==> src/rtl/matmul_sequencer.sv <==
// matmul_sequencer: job sequencer for a 3x3 matrix multiply datapath.
// Streams W then X elements into a memory bank, then runs three
// unload/accumulate phases and pulses done.
// Optional build macro GO_GATE_EN: inserts an ARMED state that holds
// after the load until the go input is seen.
module matmul_sequencer #(
    parameter int unsigned DATA_W    = 4,
    parameter int unsigned N_ELEM    = 9,
    parameter int unsigned PHASE_LEN = 2
) (
    input  logic              clk,
    input  logic              clear_n,
    input  logic              load_req,
    input  logic              abort,
    input  logic              in_valid,
    input  logic [DATA_W-1:0] in_data,
    output logic              in_ready,
    input  logic              go,
    output logic [DATA_W-1:0] mem_data,
    output logic              load_w,
    output logic              load_x,
    output logic              mem_clear,
    output logic              unload1,
    output logic              unload2,
    output logic              unload3,
    output logic              acc_clr,
    output logic              acc_en,
    output logic              busy,
    output logic              done
);

    localparam int unsigned CNT_W      = 4;
    localparam logic [CNT_W-1:0] ELEM_LAST  = CNT_W'(N_ELEM - 1);
    localparam logic [CNT_W-1:0] PHASE_LAST = CNT_W'(PHASE_LEN - 1);

    typedef enum logic [2:0] {
        S_IDLE,
        S_LOAD_W,
        S_LOAD_X,
`ifdef GO_GATE_EN
        S_ARMED,
`endif
        S_UNLOAD1,
        S_UNLOAD2,
        S_UNLOAD3,
        S_DONE
    } state_e;

    state_e           state_q, state_d;
    logic [CNT_W-1:0] elem_q, elem_d;
    logic [CNT_W-1:0] phase_q, phase_d;
    logic             mem_clear_q, mem_clear_d;
    logic             unload1_q, unload1_d;
    logic             unload2_q, unload2_d;
    logic             unload3_q, unload3_d;
    logic             acc_clr_q, acc_clr_d;
    logic             acc_en_q, acc_en_d;
    logic             busy_q, busy_d;
    logic             done_q, done_d;
    logic             accept;
    logic             in_unload_d;

`ifndef GO_GATE_EN
    // go has no function without the ARMED state
    logic go_unused;
    assign go_unused = go;
`endif

    // Stream handshake and memory write strobes follow the registered state
    assign in_ready = (state_q == S_LOAD_W) || (state_q == S_LOAD_X);
    assign accept   = in_valid && in_ready;
    assign load_w   = (state_q == S_LOAD_W) && in_valid;
    assign load_x   = (state_q == S_LOAD_X) && in_valid;
    assign mem_data = in_data;

    // Next state, counters and next values of the registered outputs
    always_comb begin
        state_d     = state_q;
        elem_d      = elem_q;
        phase_d     = phase_q;
        mem_clear_d = 1'b0;

        if (abort) begin
            state_d = S_IDLE;
            elem_d  = '0;
            phase_d = '0;
        end else begin
            case (state_q)
                S_IDLE: begin
                    if (load_req) begin
                        state_d     = S_LOAD_W;
                        elem_d      = '0;
                        mem_clear_d = 1'b1;
                    end
                end
                S_LOAD_W: begin
                    if (accept) begin
                        if (elem_q == ELEM_LAST) begin
                            elem_d  = '0;
                            state_d = S_LOAD_X;
                        end else begin
                            elem_d = elem_q + CNT_W'(1);
                        end
                    end
                end
                S_LOAD_X: begin
                    if (accept) begin
                        if (elem_q == ELEM_LAST) begin
                            elem_d  = '0;
                            phase_d = '0;
`ifdef GO_GATE_EN
                            state_d = S_ARMED;
`else
                            state_d = S_UNLOAD1;
`endif
                        end else begin
                            elem_d = elem_q + CNT_W'(1);
                        end
                    end
                end
`ifdef GO_GATE_EN
                S_ARMED: begin
                    if (go) begin
                        phase_d = '0;
                        state_d = S_UNLOAD1;
                    end
                end
`endif
                S_UNLOAD1, S_UNLOAD2, S_UNLOAD3: begin
                    if (phase_q == PHASE_LAST) begin
                        phase_d = '0;
                        case (state_q)
                            S_UNLOAD1: state_d = S_UNLOAD2;
                            S_UNLOAD2: state_d = S_UNLOAD3;
                            default:   state_d = S_DONE;
                        endcase
                    end else begin
                        phase_d = phase_q + CNT_W'(1);
                    end
                end
                S_DONE:  state_d = S_IDLE;
                default: state_d = S_IDLE;
            endcase
        end

        in_unload_d = (state_d == S_UNLOAD1) || (state_d == S_UNLOAD2) ||
                      (state_d == S_UNLOAD3);
        unload1_d   = (state_d == S_UNLOAD1);
        unload2_d   = (state_d == S_UNLOAD2);
        unload3_d   = (state_d == S_UNLOAD3);
        acc_clr_d   = (state_d == S_UNLOAD1) && (phase_d == '0);
        acc_en_d    = in_unload_d && (phase_d == PHASE_LAST);
        busy_d      = (state_d != S_IDLE);
        done_d      = (state_d == S_DONE);
    end

    // State, counters and output registers
    always_ff @(posedge clk or negedge clear_n) begin
        if (!clear_n) begin
            state_q     <= S_IDLE;
            elem_q      <= '0;
            phase_q     <= '0;
            mem_clear_q <= 1'b0;
            unload1_q   <= 1'b0;
            unload2_q   <= 1'b0;
            unload3_q   <= 1'b0;
            acc_clr_q   <= 1'b0;
            acc_en_q    <= 1'b0;
            busy_q      <= 1'b0;
            done_q      <= 1'b0;
        end else begin
            state_q     <= state_d;
            elem_q      <= elem_d;
            phase_q     <= phase_d;
            mem_clear_q <= mem_clear_d;
            unload1_q   <= unload1_d;
            unload2_q   <= unload2_d;
            unload3_q   <= unload3_d;
            acc_clr_q   <= acc_clr_d;
            acc_en_q    <= acc_en_d;
            busy_q      <= busy_d;
            done_q      <= done_d;
        end
    end

    assign mem_clear = mem_clear_q;
    assign unload1   = unload1_q;
    assign unload2   = unload2_q;
    assign unload3   = unload3_q;
    assign acc_clr   = acc_clr_q;
    assign acc_en    = acc_en_q;
    assign busy      = busy_q;
    assign done      = done_q;

endmodule

==> config.mk <==
export PLATFORM = sky130hd
export DESIGN_NAME = matmul_sequencer
export DESIGN_NICKNAME = d
export VERILOG_FILES = /design/src/rtl/matmul_sequencer.sv
export SDC_FILE = /design/constraint.sdc
export NUM_CORES = 1
export LEC_CHECK = 0
export CORE_MARGIN = 3
export CORE_UTILIZATION = 40
export CTS_CLUSTER_DIAMETER = 60
export DETAILED_ROUTE_END_ITERATION = 10
export GPL_ROUTABILITY_DRIVEN = 0
export PLACE_DENSITY = 0.72
export SLEW_MARGIN = 20
export SYNTH_ARGS = -nofsm -noshare
export SYNTH_HDL_FRONTEND = slang
export SYNTH_SLANG_ARGS = --single-unit
==> constraint.sdc <==
create_clock -name clk -period 2.6 [get_ports clk]
set_clock_uncertainty 0.1 [all_clocks]
set_input_delay 0.26 -clock clk [delete_from_list [all_inputs] [get_ports clk]]
set_output_delay 0.26 -clock clk [all_outputs]
set_load 0.01 [all_outputs]
==> out/results.env <==
NUMBER_OF_ANTENNA_VIOLATIONS_AT_THE_FIRST_CHECK_IN_GLOBAL_ROUTING=0
CPMAXSTAGEDELAYCELL='dfrtp_1'
VIAS=912
WORST-ENDPOINT-ARRIVAL_PS=2130
NETLIST_AREA_UM2=1180
HOLD_VIOLATIONS=0
FLOORPLAN.CORE_AREA_UM2=2780
GRT_PASS1_WL_MM=4.02
WORSTREG2REGSTART='phase_q[1]'
WORSTMARGINPINSLEW_PS=866
BUFFER_PORTS.INSERTED=15
MAX-VDD-IR-DROP_uV=398
SEQ_AREA_FRAC_SYNTH_PCT=40.3
DRV.MAX_CAP_VIOLATION_COUNT=0
HOLD_PATH.CLASS='in -> async'
CTS_HOLD_BUFFERS=0
DIE_W_UM=60.3
INITIAL_CELL_DENSITY_OF_THE_CORE_PCT=42.4
SETUP_REPAIR_AFTER_GLOBAL_ROUTING_MISSED_ITS_MARGIN='no'
SYNTHDOMINANTCELLAREASHARE_PCT=40.3
CRITICAL_PATH.REG2REG.ENDPOINT='busy'
FINAL_UTIL_PCT=48.8
SYNTHESIS.YOSYS.WARNINGS=0
GROUTE.USAGE.OVERALL_PCT=14.5
CLK-INSERTION-DELAY-LATE_PS=300
POST-ROUTE-WORST-SETUP-SLACK_PS=114
DIEHEIGHT_UM=60.3
CLK_ROOT_BUFFER_CELL='clkbuf_4'
DRT_FIRST_PASS_ITERS=4
FIN_TOTAL_PWR_mW=0.518
SYNTH_SEQ_CELLS=19
LAYOUT.CELLS.NON_FILLER=156
SYNTH-MAIN-FF-CELL='dfrtp_1'
PLACE_HPWL_MM=1.81
FINALHOLDWORSTSLACK_PS=340
DPL_WORST_SLACK_PS=285
WORST_CASE_CLOCK_BUFFER_DEPTH=2
NUMPLACEDINSTANCES=152
POST-ROUTE-PERIOD-UTIL_PCT=95.6
TIMING.CRITICAL_PATH.CELLS='or3b_1 > nor2_1 > clkdlybuf4s50_1'
DETAIL_ROUTE.DRC_VIOLATIONS=0
FINAL_MAX_SLEW_VIOL_COUNT=0
ANTENNA_CELLS=0
IO_PINS=25
YOSYS.CELL_COUNT.TOP_TYPE='dfrtp_1'
CLKSLEWWORSTSETUPHOLDPATHS_PS=120
START_KIND='flip-flop'
VIA_PER_INST=5.85
DIE_AREA_UM2=3630
MAPPEDNETLISTNETS=127
CRITICAL_PATH_CLASS='reg -> out'
P_LEAK_nW=0.597
CTSHTREEMAXLEVEL=1
POST_ROUTE_CELLS_DRIVE_ABOVE_1_SHARE_PCT=11.2
TRITONCTS.NUM_BUFFERS=3
FINALWIRELENGTH_MM=2.45
DPL_CELL_AREA_UM2=1330
SYNTH_EDF_COUNT=0
SETUP.WORST_PATH.END_CLASS='primary output'
SYNTH_COMMONEST_CELLS='dfrtp_1 (19), inv_1 (5), nor2_1 (5), nor2b_1 (5)'
TIMING.CRITICAL_PATH.REQUIRED_PS=2240
CTS_TREE='yes'
MAIN_AREA_CONTRIBUTORS_AFTER_SYNTHESIS='dfrtp_1 (40%), ha_1 (4.2%), nor2b_1 (2.7%)'
POSTCTSRESIZEDCELLS=0
AREA_GROWTH_SYN_TO_LAYOUT_PCT=15.2
SETUP-VIOLATIONS-FINAL=0
OUTCOME='finished, final reports clean'
CTS_POST_SETUP_BUFFERS_INSERTED=0
NETLIST.TOP_CELL.BY_AREA='dfrtp_1'
AVGSYNTHCELLAREA_UM2=10.4
FIRST_GLOBAL_VIAS=890
AVG_WL_PER_CELL_UM=15.7
DRT.ANTENNA.VIOLATING_NETS=0
LARGEST_NET_DEGREE_AT_THE_START_OF_GLOBAL_ROUTING=20
FINAL_DESIGN_INSTANCE_AREA_WITHOUT_FILL_UM2=1360
GRT.OVERFLOW.TOTAL=0
CRITPATHMAXFANOUT=14
RELSLEWSLACK_PCT=42.1
WORST-R2R-SETUP-SLACK_PS=380
LAYOUT.NETS=140
FINALCRITICALPERIOD_PS=2490
NUMCLOCKSINKS=19
ASYNCSETRESETFLOPFRACSYNTH_PCT=100
NETLIST_INSTANCES=113
FLOORPLAN.ROWS=19
DRT_ITER0_DRC=24
CP_SLOWEST_STAGE_DELAY_PS=680
WORST-R2R-CELL-COUNT=7
FMAXACHIEVABLE_MHz=402
SYNTH_UNIQUE_CELLS=44
TOTALNEGATIVESETUPSLACK_PS=0
POWER.DENSITY_nW_PER_UM2=382
[kinds of logic after synthesis]
family / Yosys count / share of synthesized area [%]
AND/OR/NAND/NOR: 43 / 24.9
AO/OA/AOI/OAI: 29 / 20.7
flip-flops: 19 / 40.3
buffers and inverters: 14 / 6.16
adder cells (fa/ha/maj): 4 / 4.25
multiplexers: 3 / 2.87
XOR/XNOR: 1 / 0.743
[layout by cell type (no fill, tap or decap), drive strengths merged, types with 4 or more instances in the layout]
| master | n |
|---|---|
| nand2b | 4 |
| inv | 5 |
| nor2 | 5 |
| clkdlybuf4s50 | 15 |
| nor2b | 5 |
| ha | 4 |
| a21oi | 4 |
| dfrtp | 19 |
| nand2 | 4 |
| nand3 | 4 |
[power by group]
group,switching (mW),internal [mW],leakage [nW]
combinational,0.0300,0.0257,0.319
clock,0.0985,0.0572,0.0177
sequential,0.00672,0.300,0.260
[worst max-delay path by stage]
stage	slack, ps	depth (start not counted)	to	from
CTS	120	3	load_x	state_q[1]
global route	40	3	load_x	state_q[1]
detailed placement	280	6	acc_clr	in_valid
global placement	360	6	acc_clr	in_valid
finish	110	3	load_x	state_q[1]
floorplan	520	7	busy	phase_q[1]
[area by class of cell]
class                   instances  area (µm²)
multi-input cells              80         631
well taps                      31        38.8
clock buffers                   3        22.5
clock inverters                 1        5.00
repair buffers                 17         165
inverters                       5        18.8
fillers                       258        1420
flip-flops and latches         19         477
[per-layer routing]
metal  GRT usage [%]  up-vias  share of wire (%)
li1                -      442                  -
met1            18.8      457                 47
met2            24.5       11                 51
met3            2.16        2                2.3
met4            5.06        0               0.20
met5               0        -                  0
[flip-flops by register name, summed over array words and instances (netlist names)]
signal     flops
elem_q         4
phase_q        4
state_q        3
mem_clear      1
unload1        1
acc_en         1
unload2        1
acc_clr        1
busy           1
done           1
unload3        1
[worst max-delay path: cells and delay by family, from the launching register on]
kind	cells	cell delay, ps
buffers and inverters	1	550
DFF	1	680
and+or+nand+nor	2	600
No activity file was read; power rests on OpenSTA's default activity.
